--- config.mk ---
export PLATFORM = sky130hd
export DESIGN_NAME = supernova_store_fwd_queue_flat
export DESIGN_NICKNAME = d
export VERILOG_FILES = /design/src/rtl/supernova_store_fwd_queue_if.sv /design/src/rtl/supernova_store_fwd_queue.sv /design/src/flat_wrapper.sv
export SDC_FILE = /design/constraint.sdc
export NUM_CORES = 2
export LEC_CHECK = 0
export CORE_UTILIZATION = 35
export CTS_CLUSTER_SIZE = 16
export DETAILED_ROUTE_END_ITERATION = 12
export HOLD_SLACK_MARGIN = 0.12
export PLACE_DENSITY = 0.62
export SKIP_LAST_GASP = 1
export SLEW_MARGIN = 25
export SYNTH_ARGS = -nofsm -noshare
export SYNTH_HDL_FRONTEND = slang
export SYNTH_SLANG_ARGS = --single-unit
--- constraint.sdc ---
create_clock -name clk -period 11.6 [get_ports clk]
set_clock_uncertainty 0.2 [all_clocks]
set_input_delay 3.48 -clock clk [delete_from_list [all_inputs] [get_ports clk]]
set_output_delay 3.48 -clock clk [all_outputs]
set_load 0.03 [all_outputs]
--- src/rtl/supernova_store_fwd_queue_if.sv ---
// Store-queue bus bundle: store insert, ROB commit, load-forward probes
// and the D-Cache write port.
//   slave  : the store queue side
//   master : memory-issue / ROB / D-Cache side (drives the *_in signals)
// Signal names keep the _in/_out suffixes as seen from the store queue.
interface supernova_store_fwd_queue_if #(
    parameter int XLEN      = 64,
    parameter int PA_W      = 56,
    parameter int ROB_IDX_W = 6,
    parameter int LD_PORTS  = 2
);
    localparam int LANE_B = XLEN / 8;

    // store insert
    logic                               alloc_valid_in;
    logic                               alloc_ready_out;
    logic [ROB_IDX_W-1:0]               alloc_rob_idx_in;
    logic [PA_W-1:0]                    alloc_pa_in;
    logic [XLEN-1:0]                    alloc_data_in;
    logic [1:0]                         alloc_size_in;
    // in-order commit
    logic                               commit_valid_in;
    logic [ROB_IDX_W-1:0]               commit_rob_idx_in;
    // load forwarding probes
    logic [LD_PORTS-1:0]                ld_valid_in;
    logic [LD_PORTS-1:0][PA_W-1:0]      ld_pa_in;
    logic [LD_PORTS-1:0][1:0]           ld_size_in;
    logic [LD_PORTS-1:0][ROB_IDX_W-1:0] ld_rob_idx_in;
    logic [LD_PORTS-1:0]                ld_fwd_hit_out;
    logic [LD_PORTS-1:0]                ld_fwd_conflict_out;
    logic [LD_PORTS-1:0][XLEN-1:0]      ld_fwd_data_out;
    // D-Cache write port
    logic                               dc_req_out;
    logic [PA_W-1:0]                    dc_addr_out;
    logic [XLEN-1:0]                    dc_wdata_out;
    logic [LANE_B-1:0]                  dc_wstrb_out;
    logic                               dc_ack_in;

    modport slave (
        input  alloc_valid_in, alloc_rob_idx_in, alloc_pa_in, alloc_data_in, alloc_size_in,
        output alloc_ready_out,
        input  commit_valid_in, commit_rob_idx_in,
        input  ld_valid_in, ld_pa_in, ld_size_in, ld_rob_idx_in,
        output ld_fwd_hit_out, ld_fwd_conflict_out, ld_fwd_data_out,
        output dc_req_out, dc_addr_out, dc_wdata_out, dc_wstrb_out,
        input  dc_ack_in
    );

    modport master (
        output alloc_valid_in, alloc_rob_idx_in, alloc_pa_in, alloc_data_in, alloc_size_in,
        input  alloc_ready_out,
        output commit_valid_in, commit_rob_idx_in,
        output ld_valid_in, ld_pa_in, ld_size_in, ld_rob_idx_in,
        input  ld_fwd_hit_out, ld_fwd_conflict_out, ld_fwd_data_out,
        input  dc_req_out, dc_addr_out, dc_wdata_out, dc_wstrb_out,
        output dc_ack_in
    );
endinterface

--- src/rtl/supernova_store_fwd_queue.sv ---
// Store queue with byte-granular store-to-load forwarding, in-order commit
// marking and a post-commit drain engine toward the D-Cache write port.
//
// Ports:
//   clk, rst_n      clock, asynchronous active-low reset
//   flush_in        drop every uncommitted entry (tail <- commit pointer)
//   rob_head_in     ROB head, reference point for age compares
//   bus (slave)     insert / commit / load probes / D-Cache write port
//   count_out       occupancy (tail - head)
//   commit_err_out  sticky: a commit did not match the oldest uncommitted entry
//
// Build option: define SUPERNOVA_SQ_FWD_EN to enable data forwarding. Without
// it hit/data stay 0 and any overlapping older store raises conflict.
module supernova_store_fwd_queue #(
    parameter int DEPTH     = 8,
    parameter int XLEN      = 64,
    parameter int PA_W      = 56,
    parameter int ROB_IDX_W = 6,
    parameter int LD_PORTS  = 2
) (
    input  logic                         clk,
    input  logic                         rst_n,
    input  logic                         flush_in,
    input  logic [ROB_IDX_W-1:0]         rob_head_in,
    supernova_store_fwd_queue_if.slave   bus,
    output logic [$clog2(DEPTH):0]       count_out,
    output logic                         commit_err_out
);
    localparam int LANE_B = XLEN / 8;
    localparam int OFF_W  = $clog2(LANE_B);
    localparam int IDX_W  = $clog2(DEPTH);
    localparam int PTR_W  = IDX_W + 1;
    localparam int LPA_W  = PA_W - OFF_W;

    localparam logic [0:0] S_IDLE = 1'b0;
    localparam logic [0:0] S_REQ  = 1'b1;

    // low (1<<size) bytes set
    function automatic logic [LANE_B-1:0] f_size_mask(input logic [1:0] size);
        f_size_mask = '0;
        for (int b = 0; b < LANE_B; b++)
            if (b < (1 << size)) f_size_mask[b] = 1'b1;
    endfunction

    // entry payload (validity comes from the pointers, so no reset needed)
    logic [LPA_W-1:0]     r_lpa  [DEPTH];
    logic [XLEN-1:0]      r_data [DEPTH];
    logic [LANE_B-1:0]    r_mask [DEPTH];
    logic [ROB_IDX_W-1:0] r_rob  [DEPTH];

    // head <= commit <= tail; [head,cptr) committed, [cptr,tail) uncommitted
    logic [PTR_W-1:0]     r_head, r_cptr, r_tail;
    logic                 r_err;
    logic [0:0]           r_state;
    logic                 r_dc_req;
    logic [PA_W-1:0]      r_dc_addr;
    logic [XLEN-1:0]      r_dc_wdata;
    logic [LANE_B-1:0]    r_dc_wstrb;

    logic [PTR_W-1:0]     w_count;
    logic                 w_ready, w_push, w_pop, w_cmt_ok;
    logic [IDX_W-1:0]     w_head_idx, w_cptr_idx, w_tail_idx;
    logic [OFF_W-1:0]     w_alloc_off;
    logic [DEPTH-1:0]     w_ent_vld;

    logic [LD_PORTS-1:0]           w_hit, w_conf;
    logic [LD_PORTS-1:0][XLEN-1:0] w_fdata;

    assign w_head_idx  = r_head[IDX_W-1:0];
    assign w_cptr_idx  = r_cptr[IDX_W-1:0];
    assign w_tail_idx  = r_tail[IDX_W-1:0];
    assign w_alloc_off = bus.alloc_pa_in[OFF_W-1:0];
    assign w_count     = r_tail - r_head;
    assign w_ready     = (w_count < PTR_W'(DEPTH));
    assign w_push      = bus.alloc_valid_in && w_ready && !flush_in;
    assign w_pop       = (r_state == S_REQ) && bus.dc_ack_in;
    assign w_cmt_ok    = bus.commit_valid_in && (r_cptr != r_tail)
                         && (r_rob[w_cptr_idx] == bus.commit_rob_idx_in);

    assign count_out           = w_count;
    assign commit_err_out      = r_err;
    assign bus.alloc_ready_out = w_ready;
    assign bus.dc_req_out      = r_dc_req;
    assign bus.dc_addr_out     = r_dc_addr;
    assign bus.dc_wdata_out    = r_dc_wdata;
    assign bus.dc_wstrb_out    = r_dc_wstrb;
    assign bus.ld_fwd_hit_out      = w_hit;
    assign bus.ld_fwd_conflict_out = w_conf;
    assign bus.ld_fwd_data_out     = w_fdata;

    // payload write: data and mask are stored already lane-aligned
    always_ff @(posedge clk) begin
        if (w_push) begin
            r_lpa[w_tail_idx]  <= bus.alloc_pa_in[PA_W-1:OFF_W];
            r_data[w_tail_idx] <= bus.alloc_data_in << {w_alloc_off, 3'b000};
            r_mask[w_tail_idx] <= f_size_mask(bus.alloc_size_in) << w_alloc_off;
            r_rob[w_tail_idx]  <= bus.alloc_rob_idx_in;
        end
    end

    // pointers; flush wins over insert and commit, drain pop is independent
    always_ff @(posedge clk or negedge rst_n) begin
        if (!rst_n) begin
            r_head <= '0;
            r_cptr <= '0;
            r_tail <= '0;
            r_err  <= 1'b0;
        end else begin
            if (w_pop) r_head <= r_head + PTR_W'(1);
            if (flush_in) begin
                r_tail <= r_cptr;
            end else begin
                if (w_push) r_tail <= r_tail + PTR_W'(1);
                if (w_cmt_ok)                  r_cptr <= r_cptr + PTR_W'(1);
                else if (bus.commit_valid_in)  r_err  <= 1'b1;
            end
        end
    end

    // drain engine: the request payload is captured once and held until ack
    always_ff @(posedge clk or negedge rst_n) begin
        if (!rst_n) begin
            r_state    <= S_IDLE;
            r_dc_req   <= 1'b0;
            r_dc_addr  <= '0;
            r_dc_wdata <= '0;
            r_dc_wstrb <= '0;
        end else begin
            case (r_state)
                S_IDLE: begin
                    if (r_head != r_cptr) begin
                        r_state    <= S_REQ;
                        r_dc_req   <= 1'b1;
                        r_dc_addr  <= {r_lpa[w_head_idx], {OFF_W{1'b0}}};
                        r_dc_wdata <= r_data[w_head_idx];
                        r_dc_wstrb <= r_mask[w_head_idx];
                    end
                end
                default: begin
                    if (bus.dc_ack_in) begin
                        r_state  <= S_IDLE;
                        r_dc_req <= 1'b0;
                    end
                end
            endcase
        end
    end

    // slot e is live when its distance from head is below the occupancy
    always_comb begin
        w_ent_vld = '0;
        for (int e = 0; e < DEPTH; e++)
            w_ent_vld[e] = {1'b0, IDX_W'(IDX_W'(e) - w_head_idx)} < w_count;
    end

`ifdef SUPERNOVA_SQ_FWD_EN
    function automatic logic [XLEN-1:0] f_byte_expand(input logic [LANE_B-1:0] m);
        for (int b = 0; b < LANE_B; b++) f_byte_expand[8*b +: 8] = {8{m[b]}};
    endfunction
`endif

    for (genvar p = 0; p < LD_PORTS; p++) begin : g_ld
        logic [OFF_W-1:0]     w_loff;
        logic [LANE_B-1:0]    w_lmask;
        logic [ROB_IDX_W-1:0] w_lage;
        logic [DEPTH-1:0]     w_cand;

        // ages are taken relative to the ROB head so the compare survives wrap
        always_comb begin
            w_loff  = bus.ld_pa_in[p][OFF_W-1:0];
            w_lmask = f_size_mask(bus.ld_size_in[p]) << w_loff;
            w_lage  = bus.ld_rob_idx_in[p] - rob_head_in;
            w_cand  = '0;
            for (int e = 0; e < DEPTH; e++)
                w_cand[e] = bus.ld_valid_in[p] && w_ent_vld[e]
                            && (ROB_IDX_W'(r_rob[e] - rob_head_in) < w_lage)
                            && (r_lpa[e] == bus.ld_pa_in[p][PA_W-1:OFF_W])
                            && (|(r_mask[e] & w_lmask));
        end

`ifdef SUPERNOVA_SQ_FWD_EN
        logic [IDX_W-1:0] w_idx, w_sel;
        logic             w_any, w_full;

        // walk head->tail; the last candidate seen is the youngest
        always_comb begin
            w_idx = '0;
            w_sel = '0;
            w_any = 1'b0;
            for (int i = 0; i < DEPTH; i++) begin
                w_idx = w_head_idx + IDX_W'(i);
                if (w_cand[w_idx]) begin
                    w_sel = w_idx;
                    w_any = 1'b1;
                end
            end
        end

        assign w_full     = ((r_mask[w_sel] & w_lmask) == w_lmask);
        assign w_hit[p]   = w_any && w_full;
        assign w_conf[p]  = w_any && !w_full;
        assign w_fdata[p] = (w_any && w_full)
                            ? ((r_data[w_sel] >> {w_loff, 3'b000})
                               & f_byte_expand(f_size_mask(bus.ld_size_in[p])))
                            : '0;
`else
        // no data path: any overlapping older store forces a replay
        assign w_hit[p]   = 1'b0;
        assign w_conf[p]  = |w_cand;
        assign w_fdata[p] = '0;
`endif
    end
endmodule
--- src/flat_wrapper.sv ---
// flat-port wrapper written by rule: the top's interface ports become plain ports
module supernova_store_fwd_queue_flat 
#(
    parameter int DEPTH     = 8,
    parameter int XLEN      = 64,
    parameter int PA_W      = 56,
    parameter int ROB_IDX_W = 6,
    parameter int LD_PORTS  = 2
)
  (clk, rst_n, flush_in, rob_head_in, count_out, commit_err_out, bus_alloc_valid_in, bus_alloc_rob_idx_in, bus_alloc_pa_in, bus_alloc_data_in, bus_alloc_size_in, bus_alloc_ready_out, bus_commit_valid_in, bus_commit_rob_idx_in, bus_ld_valid_in, bus_ld_pa_in, bus_ld_size_in, bus_ld_rob_idx_in, bus_ld_fwd_hit_out, bus_ld_fwd_conflict_out, bus_ld_fwd_data_out, bus_dc_req_out, bus_dc_addr_out, bus_dc_wdata_out, bus_dc_wstrb_out, bus_dc_ack_in);
  supernova_store_fwd_queue_if #(.XLEN(XLEN), .PA_W(PA_W), .ROB_IDX_W(ROB_IDX_W), .LD_PORTS(LD_PORTS)) bus_i ();
  input  logic clk;
  input  logic rst_n;
  input  logic flush_in;
  input  logic [ROB_IDX_W-1:0] rob_head_in;
  output logic [$clog2(DEPTH):0] count_out;
  output logic commit_err_out;
  input wire logic [$bits(bus_i.alloc_valid_in)-1:0] bus_alloc_valid_in;
  input wire logic [$bits(bus_i.alloc_rob_idx_in)-1:0] bus_alloc_rob_idx_in;
  input wire logic [$bits(bus_i.alloc_pa_in)-1:0] bus_alloc_pa_in;
  input wire logic [$bits(bus_i.alloc_data_in)-1:0] bus_alloc_data_in;
  input wire logic [$bits(bus_i.alloc_size_in)-1:0] bus_alloc_size_in;
  output wire logic [$bits(bus_i.alloc_ready_out)-1:0] bus_alloc_ready_out;
  input wire logic [$bits(bus_i.commit_valid_in)-1:0] bus_commit_valid_in;
  input wire logic [$bits(bus_i.commit_rob_idx_in)-1:0] bus_commit_rob_idx_in;
  input wire logic [$bits(bus_i.ld_valid_in)-1:0] bus_ld_valid_in;
  input wire logic [$bits(bus_i.ld_pa_in)-1:0] bus_ld_pa_in;
  input wire logic [$bits(bus_i.ld_size_in)-1:0] bus_ld_size_in;
  input wire logic [$bits(bus_i.ld_rob_idx_in)-1:0] bus_ld_rob_idx_in;
  output wire logic [$bits(bus_i.ld_fwd_hit_out)-1:0] bus_ld_fwd_hit_out;
  output wire logic [$bits(bus_i.ld_fwd_conflict_out)-1:0] bus_ld_fwd_conflict_out;
  output wire logic [$bits(bus_i.ld_fwd_data_out)-1:0] bus_ld_fwd_data_out;
  output wire logic [$bits(bus_i.dc_req_out)-1:0] bus_dc_req_out;
  output wire logic [$bits(bus_i.dc_addr_out)-1:0] bus_dc_addr_out;
  output wire logic [$bits(bus_i.dc_wdata_out)-1:0] bus_dc_wdata_out;
  output wire logic [$bits(bus_i.dc_wstrb_out)-1:0] bus_dc_wstrb_out;
  input wire logic [$bits(bus_i.dc_ack_in)-1:0] bus_dc_ack_in;
  assign bus_i.alloc_valid_in = bus_alloc_valid_in;
  assign bus_i.alloc_rob_idx_in = bus_alloc_rob_idx_in;
  assign bus_i.alloc_pa_in = bus_alloc_pa_in;
  assign bus_i.alloc_data_in = bus_alloc_data_in;
  assign bus_i.alloc_size_in = bus_alloc_size_in;
  assign bus_alloc_ready_out = bus_i.alloc_ready_out;
  assign bus_i.commit_valid_in = bus_commit_valid_in;
  assign bus_i.commit_rob_idx_in = bus_commit_rob_idx_in;
  assign bus_i.ld_valid_in = bus_ld_valid_in;
  assign bus_i.ld_pa_in = bus_ld_pa_in;
  assign bus_i.ld_size_in = bus_ld_size_in;
  assign bus_i.ld_rob_idx_in = bus_ld_rob_idx_in;
  assign bus_ld_fwd_hit_out = bus_i.ld_fwd_hit_out;
  assign bus_ld_fwd_conflict_out = bus_i.ld_fwd_conflict_out;
  assign bus_ld_fwd_data_out = bus_i.ld_fwd_data_out;
  assign bus_dc_req_out = bus_i.dc_req_out;
  assign bus_dc_addr_out = bus_i.dc_addr_out;
  assign bus_dc_wdata_out = bus_i.dc_wdata_out;
  assign bus_dc_wstrb_out = bus_i.dc_wstrb_out;
  assign bus_i.dc_ack_in = bus_dc_ack_in;
  supernova_store_fwd_queue #(.DEPTH(DEPTH), .XLEN(XLEN), .PA_W(PA_W), .ROB_IDX_W(ROB_IDX_W), .LD_PORTS(LD_PORTS)) u_core (.clk(clk), .rst_n(rst_n), .flush_in(flush_in), .rob_head_in(rob_head_in), .bus(bus_i), .count_out(count_out), .commit_err_out(commit_err_out));
endmodule
==> flow_summary.json <==
{
  "start_util_pct": 35.35,
  "die_w_um": 421.9,
  "via_count": 46560,
  "grt_pass1_vias": 44590,
  "worstPathArrival_ps": 7720,
  "slew_viol_final": 0,
  "post-cts-setup-buffers": 0,
  "ir_drop_mv": 0.2179,
  "htree_levels": 4,
  "crit_path_start_kind": "primary input",
  "reg2reg_from": "u_core.r_head[1]",
  "critPathLaunch": "bus_ld_pa_in[46]",
  "postRouteAntennaNets": 0,
  "insertion_delay_ps": 840,
  "cap_violations": 0,
  "leakagePower_nw": 26.74,
  "reg2reg_depth": 10,
  "syn_area_um2": 61720,
  "critPathMaxFanout": 5,
  "cts_inserted_buffers": 138,
  "grt_max_degree": 152,
  "drtPass1Iterations": 7,
  "critPathKind": "in2out",
  "routedWlPerCell_um": 42.86,
  "reg2reg_to": "u_core.r_data[4][6]",
  "async_flop_share_pct": 11.78,
  "crit_chain": "clkdlybuf4s50_1 -> inv_1 -> buf_4 -> o22ai_1 -> nor4_1 -> nand2_1 -> a2111oi_0 -> buf_4 -> and3_1 -> a222oi_1 -> nand4_1 -> buf_4",
  "ys_types": 77,
  "relSlewSlack_pct": 20.21,
  "tritoncts": "built",
  "yosys_warnings": 0,
  "ff2ff_setup_slack_ps": 5960,
  "power_density_nw_per_um2": 205.2,
  "numClockSinks": 1188,
  "synth_area_per_cell_um2": 13.49,
  "ctsHoldBuffers": 0,
  "hp-class": "reg2reg",
  "design_area_um2": 75210,
  "finalCritPeriodShare_pct": 98.27,
  "slowest_stage": "a2111oi_0",
  "timing.fmax_mhz": 87.72,
  "power_mw": 15.43,
  "place_congestion": 1.111,
  "die_area_um2": 178000,
  "crit_end": "bus_ld_fwd_conflict_out[0]",
  "grt_overflow_total": 0,
  "dpl.hpwl_mm": 255.5,
  "drc": 0,
  "drive_gt1_share_pct": 17.67,
  "track_usage_pct": 36.57,
  "tightestPinTransition_ps": 1167,
  "status": "completed",
  "port_buffers": 409,
  "cts_resized": 0,
  "ys_ff_latch": 1188,
  "crit_required_ps": 7920,
  "viasPerCell": 6.042,
  "syn_inst": 4574,
  "setup_viol": 0,
  "synth_flop_cell": "edfxtp_1",
  "fp-row-count": 153,
  "timing.critical_path.mode_cell": "buf_4",
  "fin_nets": 5661,
  "tns_ps": 0,
  "coreArea_um2": 174600,
  "dieHeight_um": 421.9,
  "synthToLayoutAreaGrowth_pct": 21.85,
  "synth_edf_count": 1048,
  "final_hold_viol_count": 0,
  "antenna_found_initial": 31,
  "crit_path_max_incr_delay_ps": 1010,
  "grt_pass1_wl_mm": 431.1,
  "fillCellCount": 16040,
  "routed_wirelength_mm": 330.3,
  "placed_area_um2": 70430,
  "io_pins": 543,
  "end_kind": "output port",
  "drt_iter0_drc": 6331,
  "rsz0062_at_grt": "no",
  "path_clk_slew_ps": 50,
  "cts-root-buf": "clkbuf_16",
  "clock_path_buffers": 3,
  "min_period_ps": 11400,
  "synth_seq_area_share_pct": 56.66,
  "final_util_pct": 43.08
}
## where the power goes
group | switching, mW | internal, mW | leakage [nW]
Combinational | 3.19 | 2.06 | 13.3
Sequential | 0.515 | 5.07 | 11.1
Clock | 1.86 | 2.73 | 2.30
## metal layers
metal,routed length [µm],GRT usage [%]
met5,103,0
met4,24850,22.96
met3,29570,8.559
met2,144700,54.91
met1,131000,47.61
## flip-flops by register name, indices dropped and copies added, names as in the netlist
signal and count:
u_core.bus.dc_wdata_out 64, u_core.r_mask 64, u_core.commit_err_out 1, u_core.r_data 512, u_core.bus.dc_addr_out 53, u_core.r_head 4, u_core.r_lpa 424, u_core.r_tail 4
u_core.bus.dc_req_out 1, u_core.r_rob 48, u_core.r_cptr 4, u_core.r_state 1, u_core.bus.dc_wstrb_out 8
## worst min path at each step
stage,cells past startpoint,start,endpoint
CTS,1,u_core.commit_err_out,u_core.commit_err_out
global placement,1,u_core.commit_err_out,u_core.commit_err_out
detailed placement,1,u_core.commit_err_out,u_core.commit_err_out
floorplan,1,u_core.r_head[3],u_core.r_head[3]
finish,1,u_core.commit_err_out,u_core.commit_err_out
global route,1,u_core.commit_err_out,u_core.commit_err_out
## synth_stat cells, drive strengths merged (4+ instances only)
master	n	area [µm²]
mux2i	78	780.8
o22a	4	35.03
a22o	9	78.83
o21a	6	45.04
o22ai	75	469.2
or2	6	37.54
nor4	131	825.8
o32ai	4	35.03
nand4	123	782.0
mux4	262	5912
o221ai	11	96.34
a221o	4	40.04
edfxtp	1048	31470
a21o	20	150.1
xnor2	279	2444
a2111oi	4	35.03
nor3	26	130.1
o21ai	79	395.4
nor2	255	964.7
nor2b	20	125.1
a31oi	126	788.3
a21oi	106	534.3
o2111ai	6	52.55
clkbuf	181	709.4
a221oi	35	306.5
buf	217	1411
nand2b	12	75.07
nand3	13	65.06
inv	180	675.7
mux2	24	270.3
ha	117	1464
dfrtp	140	3503
and3	9	56.30
a222oi	20	200.2
a2bb2oi	12	105.1
o2bb2ai	20	175.2
and2	10	62.56
o211ai	4	30.03
nand2	310	1164
maj3	28	281.5
a22oi	57	427.9
xor2	444	3889
fa	12	240.2
o21bai	9	67.56
a211oi	11	82.58
## cell families after synthesis
kind of cell    Yosys count  share of synthesized area [%]
flops                  1188                          56.66
simple gates            929                          7.140
xor+xnor                723                          10.26
compound gates          634                          6.904
buf+inv                 578                          4.531
mux                     364                          11.28
fa+ha+maj               157                          3.217
other cells               1                       0.006076
## worst max-delay path: cells and delay by family
| family | cells | cell delay [ps] |
|---|---|---|
| buffers and inverters | 5 | 1700 |
| and+or+nand+nor | 4 | 1210 |
| AOI/OAI and AO/OA | 3 | 1310 |
## cells in the final DEF (no fill, tap or decap), drive strengths merged, types with 133 or more instances in the layout
cell / count
edfxtp: 1048
xor2: 444
buf: 404
clkdlybuf4s50: 403
nand2: 310
xnor2: 279
mux4: 262
nor2: 255
inv: 187
clkbuf: 179
dfrtp: 140
conb: 133
## area by class of cell
cell class	count	area (µm²)	share of cell area (%)
Antenna cell	15	37.54	0.04991
Clock buffer	178	3779	5.024
Clock inverter	72	934.6	1.243
Inverter	180	680.7	0.9050
Multi-Input combinational cell	2940	24620	32.74
Sequential cell	1188	34980	46.52
Tap cell	2325	2909	3.868
Timing Repair Buffer	808	7261	9.654
## stage by stage
stage          std cells  setup WS (ps)  hold WS (ps)
2_1_floorplan       4706          969.3         301.8
3_3_place_gp        7439          221.6         259.9
3_5_place_dp        7440          420.6         262.0
4_1_cts             7690          418.0         275.8
5_1_grt             7696          301.2         307.2
6_report            7706          200.5         269.6
Power figures use the tool's default switching activity.
